**src/rtl/mode_input_router_pkg.sv**
```systemverilog
// mode_input_router shared types and helpers.
// Channel FSM encoding and a constant log2 helper.
package mode_input_router_pkg;

  typedef enum logic [1:0] {
    IDLE    = 2'd0,
    HELD    = 2'd1,
    REPEAT  = 2'd2,
    BLOCKED = 2'd3
  } btn_state_t;

  function automatic int clog2(input int n);
    int r;
    r = 1;
    for (int i = 1; i < 31; i++)
      if ((1 << i) < n) r = i + 1;
    return r;
  endfunction

endpackage

```
**src/rtl/mode_input_router_btn_channel.sv**
```systemverilog
// One push-button channel: 2-FF sync, debounce,
// hold counter and press/long/repeat FSM.
module btn_channel
  import mode_input_router_pkg::*;
#(
  parameter int DEB_CYCLES    = 500000,
  parameter int LONG_CYCLES   = 50000000,
  parameter int REPEAT_CYCLES = 10000000,
  parameter int CNT_W         = 26
) (
  input  logic clk,
  input  logic rst,
  input  logic raw,
  input  logic lockout,
  output logic level,
  output logic press,
  output logic long_hit,
  output logic rep_hit
);

  localparam logic [CNT_W-1:0] DEB_LAST  = CNT_W'(DEB_CYCLES - 1);
  localparam logic [CNT_W-1:0] LONG_LAST = CNT_W'(LONG_CYCLES - 1);
  localparam logic [CNT_W-1:0] REP_LAST  = CNT_W'(REPEAT_CYCLES - 1);

  logic [1:0]       sync;
  logic [CNT_W-1:0] deb_cnt;
  logic [CNT_W-1:0] hold_cnt;
  logic [CNT_W-1:0] hold_nx;
  btn_state_t       state;
  btn_state_t       state_nx;

  always_ff @(posedge clk or negedge rst) begin
    if (!rst) begin
      sync    <= '0;
      level   <= 1'b0;
      deb_cnt <= '0;
    end else begin
      sync <= {sync[0], raw};
      if (sync[1] == level) begin
        deb_cnt <= '0;
      end else if (deb_cnt == DEB_LAST) begin
        level   <= ~level;
        deb_cnt <= '0;
      end else begin
        deb_cnt <= deb_cnt + 1'b1;
      end
    end
  end

  always_ff @(posedge clk or negedge rst) begin
    if (!rst) begin
      state    <= IDLE;
      hold_cnt <= '0;
    end else begin
      state    <= state_nx;
      hold_cnt <= hold_nx;
    end
  end

  // IDLE with level high can only mean a fresh rising edge
  always_comb begin
    state_nx = state;
    hold_nx  = hold_cnt + 1'b1;
    press    = 1'b0;
    long_hit = 1'b0;
    rep_hit  = 1'b0;
    unique case (state)
      IDLE: begin
        hold_nx = '0;
        if (level) begin
          if (lockout) begin
            state_nx = BLOCKED;
          end else begin
            press    = 1'b1;
            state_nx = HELD;
          end
        end
      end
      HELD: begin
        if (!level) begin
          state_nx = IDLE;
          hold_nx  = '0;
        end else if (hold_cnt == LONG_LAST) begin
          long_hit = 1'b1;
          hold_nx  = '0;
          state_nx = REPEAT;
        end
      end
      REPEAT: begin
        if (!level) begin
          state_nx = IDLE;
          hold_nx  = '0;
        end else if (hold_cnt == REP_LAST) begin
          rep_hit = 1'b1;
          hold_nx = '0;
        end
      end
      BLOCKED: begin
        hold_nx = '0;
        if (!level) state_nx = IDLE;
      end
    endcase
  end

endmodule

```
**src/rtl/mode_input_router.sv**
```systemverilog
// Mode-select debounce/decode, lockout and steering of
// conditioned button events to the active mode slice.
module mode_input_router
  import mode_input_router_pkg::*;
#(
  parameter int NUM_SW        = 4,
  parameter int NUM_MODES     = 4,
  parameter int DEB_CYCLES    = 500000,
  parameter int LONG_CYCLES   = 50000000,
  parameter int REPEAT_CYCLES = 10000000,
  parameter int CNT_W         = 26
) (
  input  logic                           clk,
  input  logic                           rst,
  input  logic [NUM_MODES-1:0]           mode_sel,
  input  logic [NUM_SW-1:0]              sw_in,
  output logic [clog2(NUM_MODES)-1:0]    mode_idx,
  output logic                           mode_change,
  output logic [NUM_MODES*NUM_SW-1:0]    sw_level,
  output logic [NUM_MODES*NUM_SW-1:0]    sw_press,
  output logic [NUM_MODES*NUM_SW-1:0]    sw_long,
  output logic [NUM_MODES*NUM_SW-1:0]    sw_repeat
);

  localparam int IW = clog2(NUM_MODES);
  localparam int OW = NUM_MODES * NUM_SW;
  localparam logic [CNT_W-1:0] DEB_LAST = CNT_W'(DEB_CYCLES - 1);

  logic [NUM_MODES-1:0] msync1;
  logic [NUM_MODES-1:0] msync2;
  logic [NUM_MODES-1:0] mlvl;
  logic [CNT_W-1:0]     mcnt;
  logic [IW-1:0]        new_idx;
  logic                 maccept;
  logic                 mchg;
  logic                 lockout;
  logic                 lock_eff;

  logic [NUM_SW-1:0] lvl;
  logic [NUM_SW-1:0] prs;
  logic [NUM_SW-1:0] lng;
  logic [NUM_SW-1:0] rpt;

  logic [OW-1:0] level_nx;
  logic [OW-1:0] press_nx;
  logic [OW-1:0] long_nx;
  logic [OW-1:0] rep_nx;

  for (genvar i = 0; i < NUM_SW; i++) begin : g_ch
    btn_channel #(
      .DEB_CYCLES   (DEB_CYCLES),
      .LONG_CYCLES  (LONG_CYCLES),
      .REPEAT_CYCLES(REPEAT_CYCLES),
      .CNT_W        (CNT_W)
    ) u_ch (
      .clk     (clk),
      .rst     (rst),
      .raw     (sw_in[i]),
      .lockout (lock_eff),
      .level   (lvl[i]),
      .press   (prs[i]),
      .long_hit(lng[i]),
      .rep_hit (rpt[i])
    );
  end

  always_comb begin
    new_idx = '0;
    for (int m = NUM_MODES - 1; m >= 0; m--)
      if (msync2[m]) new_idx = IW'(m);
  end

  assign maccept  = (msync2 != mlvl) && (mcnt == DEB_LAST);
  assign mchg     = maccept && (new_idx != mode_idx);
  // a mode change in this cycle already blocks a coincident press
  assign lock_eff = lockout | mchg;

  always_ff @(posedge clk or negedge rst) begin
    if (!rst) begin
      msync1      <= '0;
      msync2      <= '0;
      mlvl        <= '0;
      mcnt        <= '0;
      mode_idx    <= '0;
      mode_change <= 1'b0;
      lockout     <= 1'b0;
    end else begin
      msync1      <= mode_sel;
      msync2      <= msync1;
      mode_change <= mchg;
      if (msync2 == mlvl) begin
        mcnt <= '0;
      end else if (maccept) begin
        mlvl     <= msync2;
        mcnt     <= '0;
        mode_idx <= new_idx;
      end else begin
        mcnt <= mcnt + 1'b1;
      end
      if (mchg) lockout <= 1'b1;
      else if (lvl == '0) lockout <= 1'b0;
    end
  end

  always_comb begin
    level_nx = '0;
    press_nx = '0;
    long_nx  = '0;
    rep_nx   = '0;
    for (int m = 0; m < NUM_MODES; m++) begin
      if (mode_idx == IW'(m) && !lock_eff) begin
        level_nx[m*NUM_SW +: NUM_SW] = lvl;
        press_nx[m*NUM_SW +: NUM_SW] = prs;
        long_nx[m*NUM_SW +: NUM_SW]  = lng;
        rep_nx[m*NUM_SW +: NUM_SW]   = rpt;
      end
    end
  end

  always_ff @(posedge clk or negedge rst) begin
    if (!rst) begin
      sw_level  <= '0;
      sw_press  <= '0;
      sw_long   <= '0;
      sw_repeat <= '0;
    end else begin
      sw_level  <= level_nx;
      sw_press  <= press_nx;
      sw_long   <= long_nx;
      sw_repeat <= rep_nx;
    end
  end

endmodule

```
**config.mk**
```make
export PLATFORM = sky130hd
export DESIGN_NAME = mode_input_router
export DESIGN_NICKNAME = d
export VERILOG_FILES = /design/src/rtl/mode_input_router_pkg.sv /design/src/rtl/mode_input_router_btn_channel.sv /design/src/rtl/mode_input_router.sv
export SDC_FILE = /design/constraint.sdc
export NUM_CORES = 1
export LEC_CHECK = 0
export CAP_MARGIN = 20
export CORE_MARGIN = 2
export CORE_UTILIZATION = 64
export DETAILED_ROUTE_END_ITERATION = 8
export DONT_BUFFER_PORTS = 1
export PLACE_DENSITY = 0.91
export SLEW_MARGIN = 20
export SYNTH_ARGS = -nofsm -noshare
export SYNTH_HDL_FRONTEND = slang
export SYNTH_SLANG_ARGS = --single-unit
```
**constraint.sdc**
```tcl
create_clock -name clk -period 2.85 [get_ports clk]
set_input_delay 0.4275 -clock clk [delete_from_list [all_inputs] [get_ports clk]]
set_output_delay 0.4275 -clock clk [all_outputs]
set_load 0.02 [all_outputs]
```
==> impl_metrics.py <==
metrics = {
    "cells_and_area": {
        "diodes": 0,
        "num-fill-cells": 1508,
        "layout.nets": 1558,
        "area_growth_pct": 10.94,
        "drive_above_1_share_pct": 6.594,
    },
    "detailed_routing": {
        "routed.top_layer": "met4",
        "ant_nets": 0,
        "wl_met1_mm": 13.87,
        "drc_errors": 0,
        "dr.pass1.iters": 5,
        "wl_met2_mm": 16.94,
        "routedWlPerCell_um": 18.16,
        "wl_mm": 34.16,
        "drt-initial-drc-count": 1053,
        "post_drt_via_cell_ratio": 6.057,
        "vias": 11393,
        "dr_wl_met3_mm": 2.359,
    },
    "setup_path": {
        "r2r_setup_slack_ns": 0.37,
        "worst_setup_path_end_kind": "flip-flop",
        "timing.rr.end": "sw_repeat[7]$_DFF_PN0_",
        "rr_worst_depth": 6,
        "critPathKind": "reg -> reg",
        "crit_arrival_ns": 2.86,
        "crit_required_ns": 3.23,
        "startpoint_type": "flip-flop",
        "r2r-start": "mcnt[5]$_DFF_PN0_",
        "critPathMaxFanout": 10,
    },
    "place": {
        "portBuffers": 0,
        "globalplace.congestion": 0.8949,
        "place_hpwl_mm": 21.10,
        "post-place-ws_ns": 0.4852,
    },
    "cts": {
        "cts-buffers-inserted": 34,
        "cts_tree": "done",
        "cts_hold_buf": 8,
        "clkTransAtPathRegs_ns": 0.07,
        "cts.path.max_buffers": 3,
        "clock-sinks": 334,
        "clockRootBuffer": "clkbuf_16",
        "clk_latency_ns": 0.51,
        "htreeDepth": 2,
    },
    "sta": {
        "tightest_slew_ns": 0.8869,
        "setup_tns_ns": 0,
        "slew_headroom_pct": 40.87,
        "final.period_utilization_pct": 87.05,
        "hold_viol_final": 334,
        "finClkSkew_ns": 0.02136,
        "final_max_slew_viol_count": 0,
        "max_freq_mhz": 403.1,
        "fin_hold_ws_ns": -0.3940,
        "finalSetupViolCount": 0,
        "setup_slack_ns": 0.3691,
        "rsz0062_at_grt": "false",
        "period_minus_slack_ns": 2.481,
    },
    "power": {
        "ir_worst_vdd_mv": 0.4493,
        "power.leakage_nw": 7.092,
        "p_per_area_nw_per_um2": 590.0,
    },
    "grt": {
        "grt_pass1_wl_mm": 57.50,
        "antenna_found_initial": 0,
        "grt_pass1_vias": 11624,
        "grt_usage_pct": 28.62,
        "grt_overflow": 0,
        "grt_max_degree": 335,
    },
    "yosys": {
        "async_reset_ff_share_pct": 100.0,
        "syn_area_per_cell_um2": 10.05,
        "ys.flop_type": "dfrtp_1",
        "synth.lib_cells_used.distinct": 56,
        "netlist_instances": 1522,
        "syn_nets": 1541,
        "yosys_warnings": 0,
        "synth-seq-cells": 334,
        "syn_area_um2": 15290,
        "ys_seq_area_share_pct": 54.66,
        "synth_top_area_share_pct": 54.66,
        "synth_enable_flop_cells": 0,
        "yosys-top-cells-area": "dfrtp_1 (55%), nor2_1 (8.4%), xor2_1 (6.8%), xnor2_1 (5.9%), nand3_1 (3.3%)",
        "netlist_top_cells_count": "nor2_1 (343), dfrtp_1 (334), xor2_1 (119)",
        "yosysTopAreaCell": "dfrtp_1",
        "yosysMostFrequentCell": "nor2_1",
    },
    "floorplan": {
        "core.rowCount": 56,
        "initial_core_util_pct": 65.14,
        "die-width_um": 158.6,
        "die_area_um2": 25140,
        "io_pins": 77,
        "die_h_um": 158.6,
        "coreArea_um2": 23470,
    },
    "outcome": {
        "violations": "hold timing",
        "status": "finished, violations left",
    },
    "flow_run": {
        "maxCapViolCount": 0,
    },
    "hold_path": {
        "hold_path_class": "in -> async",
    },
}
==> critical path, cell delays in order, from the launching register on <==
cell	delay (ns)
dfrtp_1	0.45
nor4_1	0.40
and4_1	0.27
nand3_1	0.43
buf_4	0.34
o21ai_0	0.36
nor2_1	0.09
==> flip-flops by register name, summed over array words and instances (netlist names) <==
name,count
g_ch.u_ch.deb_cnt,104
g_ch.u_ch.hold_cnt,104
g_ch.u_ch.level,4
g_ch.u_ch.state,8
g_ch.u_ch.sync,8
lockout,1
mcnt,26
mlvl,4
mode_change,1
mode_idx,2
msync1,4
msync2,4
sw_level,16
sw_long,16
sw_press,16
sw_repeat,16
==> stage by stage <==
| stage | std cells | power [mW] | util, % | hold slack, ns | instance area [µm²] |
|---|---|---|---|---|---|
| global placement | 1814 | 5.112 | 66.59 | 0.1444 | 15630 |
| floorplan | 1522 | 5.082 | - | 0.1319 | 15290 |
| detailed placement | 1814 | 5.129 | 66.59 | 0.1460 | 15630 |
| CTS | 1881 | 10.05 | 72.27 | -0.3980 | 16960 |
| global route | 1881 | 10.28 | 72.27 | -0.3990 | 16960 |
| finish | 1881 | 10.01 | 72.27 | -0.3940 | 16960 |
==> cell families (layout without fill, tap and decap cells) <==
logic type               count (synthesis)  after routing  share of synthesized area, %
XOR/XNOR                               222            222                         12.72
AND/OR/NAND/NOR                        829            829                         27.00
AO/OA/AOI/OAI                           41             41                         2.193
flip-flops                             334            334                         54.66
buffers and inverters                   83            123                         2.398
multiplexers                             4              4                        0.2946
adder cells (fa/ha/maj)                  9              9                        0.7365
==> cell type report <==
type | instances | area [µm²] | area share [%]
inverter | 34 | 127.6 | 0.7524
timing repair buffer | 30 | 257.7 | 1.520
multi-input combinational | 1105 | 6569 | 38.73
clock inverter | 13 | 254.0 | 1.497
tap | 319 | 399.1 | 2.353
clock buffer | 46 | 997.2 | 5.879
sequential | 334 | 8358 | 49.27
==> power by group <==
| part | leakage [nW] | switching, mW | internal (mW) |
|---|---|---|---|
| Clock | 0.600 | 1.85 | 3.09 |
| Sequential | 4.61 | 0.0694 | 4.80 |
| Combinational | 1.88 | 0.106 | 0.0821 |
==> layer usage <==
metal  GRT usage, %  up-vias
met3          5.553       99
met5              0        -
li1               -     5210
met4          10.90        0
met1          36.75     5616
met2          48.44      468
==> timing repair <==
action | in CTS | in global routing
endpoints found under the hold margin | 342 | 334
resized for setup | 0 | 0
buffers inserted | 0 | 0
==> how the worst max path moves through the flow <==
stage / endpoint / from / slack [ns] / cells after the start
4_1_cts: g_ch[2].u_ch.hold_cnt[10]$_DFF_PN0_ / g_ch[2].u_ch.hold_cnt[18]$_DFF_PN0_ / 0.42 / 6
6_report: sw_repeat[7]$_DFF_PN0_ / mcnt[5]$_DFF_PN0_ / 0.37 / 6
5_1_grt: sw_repeat[3]$_DFF_PN0_ / mcnt[5]$_DFF_PN0_ / 0.17 / 6
2_1_floorplan: g_ch[2].u_ch.hold_cnt[7]$_DFF_PN0_ / g_ch[2].u_ch.hold_cnt[18]$_DFF_PN0_ / 0.80 / 6
3_5_place_dp: g_ch[0].u_ch.hold_cnt[11]$_DFF_PN0_ / g_ch[0].u_ch.hold_cnt[0]$_DFF_PN0_ / 0.49 / 7
3_3_place_gp: g_ch[2].u_ch.hold_cnt[4]$_DFF_PN0_ / g_ch[2].u_ch.hold_cnt[18]$_DFF_PN0_ / 0.56 / 6
==> layout by cell type (no fill, tap or decap), types with 5 or more instances in the layout <==
cell	Yosys	routed
clkbuf_16	0	35
nor2b_1	8	8
o21ai_0	9	9
nor4_1	35	35
ha_1	9	9
dlygate4sd3_1	0	8
buf_4	0	21
nand2_1	93	93
nand3_1	100	100
nor4b_1	10	10
or2_2	5	5
and4_1	26	26
a21oi_1	7	7
and3_1	36	36
nand4_1	66	66
nor2_1	343	343
dfrtp_1	334	334
xor2_1	119	119
o21bai_1	6	5
nor4bb_1	8	8
bufinv_16	0	7
inv_1	34	34
and2_1	8	8
clkbuf_8	0	8
nor3_1	51	51
or3_1	10	10
xnor2_1	103	103
(Power assumes the default switching activity.)
